==> src/rtl/counter_0_7_pkg.sv <==
// ---------------------------------------------------------------------------
// counter_0_7_pkg
//   Shared constants for the up/down wrap-around counter.
//   DEFAULT_WIDTH      : default counter width (range 0..2**WIDTH-1)
//   MODE_UP/MODE_DOWN  : encoding of the mode input
//   DEFAULT_RESET_VAL  : value loaded into q on reset
// ---------------------------------------------------------------------------
package counter_0_7_pkg;

  localparam int   DEFAULT_WIDTH     = 3;
  localparam logic MODE_UP           = 1'b1;
  localparam logic MODE_DOWN         = 1'b0;
  localparam int   DEFAULT_RESET_VAL = 0;

endpackage : counter_0_7_pkg

==> src/rtl/counter_0_7_up_down_next.sv <==
// ---------------------------------------------------------------------------
// up_down_next
//   Purely combinational next-state logic for the counter.
//   Ports:
//     q         in   WIDTH  current count
//     mode      in   1      1 = count up, 0 = count down
//     q_next    out  WIDTH  count to load at the next edge
//     wrap_next out  1      high when this step crosses the 0 / max boundary
// ---------------------------------------------------------------------------
module up_down_next
  import counter_0_7_pkg::*;
#(
  parameter int WIDTH = DEFAULT_WIDTH
) (
  input  logic [WIDTH-1:0] q,
  input  logic             mode,
  output logic [WIDTH-1:0] q_next,
  output logic             wrap_next
);

  localparam logic [WIDTH-1:0] ONE_W  = {{(WIDTH-1){1'b0}}, 1'b1};
  localparam logic [WIDTH-1:0] ZERO_W = {WIDTH{1'b0}};
  localparam logic [WIDTH-1:0] MAX_W  = {WIDTH{1'b1}};

  // Next count and wrap flag; wrap-around comes from WIDTH-bit truncation.
  always_comb begin
    q_next    = q;
    wrap_next = 1'b0;
    case (mode)
      MODE_UP: begin
        q_next    = q + ONE_W;
        wrap_next = (q == MAX_W);
      end
      MODE_DOWN: begin
        q_next    = q - ONE_W;
        wrap_next = (q == ZERO_W);
      end
      default: begin
        // mode X/Z is illegal; hold rather than propagate garbage
        q_next    = q;
        wrap_next = 1'b0;
      end
    endcase
  end

endmodule : up_down_next

==> src/rtl/counter_0_7.sv <==
// ---------------------------------------------------------------------------
// counter_0_7
//   Free-running up/down counter that wraps modulo 2**WIDTH, with a
//   registered one-cycle wrap pulse.
//   Ports:
//     clk   in   1      rising-edge clock for all state
//     rst   in   1      synchronous active-high reset (priority over counting)
//     mode  in   1      1 = count up, 0 = count down (sampled at the edge)
//     q     out  WIDTH  current count, straight from a register
//     wrap  out  1      high for the cycle after q wrapped (max->0 or 0->max)
// ---------------------------------------------------------------------------
module counter_0_7
  import counter_0_7_pkg::*;
#(
  parameter int WIDTH     = DEFAULT_WIDTH,
  parameter int RESET_VAL = DEFAULT_RESET_VAL
) (
  input  logic             clk,
  input  logic             rst,
  input  logic             mode,
  output logic [WIDTH-1:0] q,
  output logic             wrap
);

  localparam logic [WIDTH-1:0] RESET_Q = WIDTH'(RESET_VAL);

  logic [WIDTH-1:0] q_r;
  logic             wrap_r;
  logic [WIDTH-1:0] q_next_s;
  logic             wrap_next_s;

  up_down_next #(
    .WIDTH (WIDTH)
  ) u_next (
    .q         (q_r),
    .mode      (mode),
    .q_next    (q_next_s),
    .wrap_next (wrap_next_s)
  );

  // Count and wrap registers; reset wins over counting on every edge.
  always_ff @(posedge clk) begin
    if (rst) begin
      q_r    <= RESET_Q;
      wrap_r <= 1'b0;
    end else begin
      q_r    <= q_next_s;
      wrap_r <= wrap_next_s;
    end
  end

  assign q    = q_r;
  assign wrap = wrap_r;

endmodule : counter_0_7

==> config.mk <==
export PLATFORM = sky130hd
export DESIGN_NAME = counter_0_7
export DESIGN_NICKNAME = d
export VERILOG_FILES = /design/src/rtl/counter_0_7_pkg.sv /design/src/rtl/counter_0_7_up_down_next.sv /design/src/rtl/counter_0_7.sv
export SDC_FILE = /design/constraint.sdc
export NUM_CORES = 1
export LEC_CHECK = 0
export ABC_AREA = 0
export ABC_CLOCK_PERIOD_IN_PS = 2660
export CORE_AREA = 3 3 40 42
export CTS_CLUSTER_SIZE = 10
export DETAILED_ROUTE_END_ITERATION = 6
export DIE_AREA = 0 0 43 45
export HOLD_SLACK_MARGIN = 0.02
export PLACE_DENSITY = 0.37
export SETUP_SLACK_MARGIN = 0.5
export SLEW_MARGIN = 40
export SYNTH_ARGS = -nofsm -noshare
export SYNTH_HDL_FRONTEND = slang
export SYNTH_SLANG_ARGS = --single-unit
==> constraint.sdc <==
create_clock -name clk -period 2.66 [get_ports clk]
set_input_delay 0.266 -clock clk [delete_from_list [all_inputs] [get_ports clk]]
set_output_delay 0.266 -clock clk [all_outputs]
set_load 0.005 [all_outputs]
==> impl_metrics.toml <==
[layout]
post_route_cells_drive_above_1_share = 0.182
final_common_cell = "clkdlybuf4s50_1"
layoutNonFillerInstCount = 37
num-fill-cells = 143
fin_util = 0.206
final_cell_mix = "6 x clkdlybuf4s50_1, 4 x dfxtp_1, 3 x clkbuf_4"
nets = 28
diodes = 0
area_growth_pct = 61.8

[detailed_routing]
ant_nets = 0
totalWireLength_um = 314
dr.first_iter.drc_count = 1
drc_errors = 0
drtPass1Iterations = 2
vias = 135
wl_per_cell_um = 8.49
via_per_inst = 3.65

[grt]
grt.total_usage = 0.0528
antenna_found_initial = 0
grt_max_degree = 6
grt_pass1_wl_um = 634
met1_usage = 0.0515
overflow = 0
grt_pass1_vias = 157
grtUsageMet2 = 0.0629
grtUsageMet3 = 0.0717
top_usage_layer = "met3"

[placement]
numPortBuffers = 6
dp_cells = 34
gp_congestion = 0.650

[critical_path]
cp.required_ps = 2830
start_kind = "primary input"
cp-end-kind = "flop"
crit_type = "in -> reg"
crit_fanout = 4
r2r_cells = 3
arrival_ps = 1830

[run]
cap_violations = 0

[pwr]
leakage_nw = 0.110
ir_worst_vdd_uv = 203
power.density_nw_per_um2 = 760

[cts]
path_clk_slew_ps = 30
hold_buffers = 0
root_buffer = "clkbuf_4"
postCtsSetupBuffers = 0
clockBufferDepth = 2
clock_sinks = 4
cts_resized = 0
clock_latency_ps = 240
numCtsBuffers = 3
cts_tree = "done"
htreeDepth = 1

[status]
outcome = "complete, no violations"

[worst_hold_path]
whs_path_depth = 1
hp-class = "reg -> reg"

[yosys]
synth_area_per_cell_sq_um = 12.6
yosys.area.top_type_share = 0.489
ys_warn_count = 0
synth_cell_types = 9
netlist_instances = 13
synthesis.area_sq_um = 164
ys_seq_area_frac = 0.489
syn_nets = 17
synthTopCellsByArea = "dfxtp_1 49%, xor3_4 17%, fa_1 12%"
yosysTopAreaCell = "dfxtp_1"
synth-seq-cells = 4

[timing]
tightestPinTransition_ps = 193
skew_ps = 5.60
rsz0062_at_grt = "false"
hold_viol = 0
setup_violations = 0
min_period_over_period = 0.625
final_max_slew_viol_count = 0
fmax_mhz = 601
tns_ps = 0
min_period_ps = 1660
slew_headroom = 0.871

[floorplan]
fp.coreArea_sq_um = 1280
io_pins = 7
rows = 13
die_area_sq_um = 1940
die_h_um = 45
start_util = 0.128
die_w_um = 43
## state kept, by name, summed over array words and instances (netlist names)
name / cells
q: 3
wrap: 1
## worst max-delay path, stage by stage
cell and delay, ps:
clkdlybuf4s50_1 540, inv_1 80, fa_1 420, xor3_4 430, nor2_1 90
## per-stage QoR
| stage | cell area [sq um] | power, mW | worst slack (ps) | hold WS, ps |
|---|---|---|---|---|
| finish | 265 | 0.202 | 997 | 487 |
| global route | 265 | 0.222 | 899 | 553 |
| detailed placement | 243 | 0.127 | 748 | 484 |
| CTS | 265 | 0.206 | 987 | 495 |
| floorplan | 164 | 0.102 | 1370 | 333 |
| global placement | 243 | 0.125 | 787 | 486 |
## cell type report
cell class	count	area, sq um	area share
Inverter	1	3.75	0.0142
Sequential cell	4	80.1	0.302
Multi-Input combinational cell	8	80.1	0.302
Tap cell	15	18.8	0.0708
Timing Repair Buffer	6	60.1	0.226
Clock buffer	3	22.5	0.0849
## layer usage
| metal | vias up | wire [um] |
|---|---|---|
| met3 | 0 | 55 |
| li1 | 63 | - |
| met2 | 10 | 108 |
| met1 | 62 | 150 |
| met5 | - | 0 |
| met4 | 0 | 0 |
## Yosys cell counts (all sizes together)
| master | instances |
|---|---|
| or4 | 1 |
| dfxtp | 4 |
| xor3 | 1 |
| nor2b | 1 |
| inv | 1 |
| fa | 1 |
| nand4 | 1 |
| a21oi | 1 |
| nor2 | 2 |
## cells by family after synthesis
group	share of synthesized area
AO/OA/AOI/OAI	0.0305
XOR/XNOR	0.168
adder cells (fa/ha/maj)	0.122
buffers and inverters	0.0229
flip-flops	0.489
AND/OR/NAND/NOR	0.168
## power by group
group / total (mW) / switching [mW] / leakage, nW / internal [mW]
registers: 0.0780 / 0.00859 / 0.0332 / 0.0694
logic: 0.0473 / 0.0117 / 0.0625 / 0.0357
clock network: 0.0763 / 0.0258 / 0.0138 / 0.0505
total: 0.202 / 0.0460 / 0.110 / 0.156
## path summary, 6_finish.rpt
path,start,to,slack [ps]
min,q[0],q[0],490
min reg2reg,q[0],q[0],490
max reg2reg,q[0],q[2],1320
max,mode,q[2],1000
(Power assumes the default switching activity.)
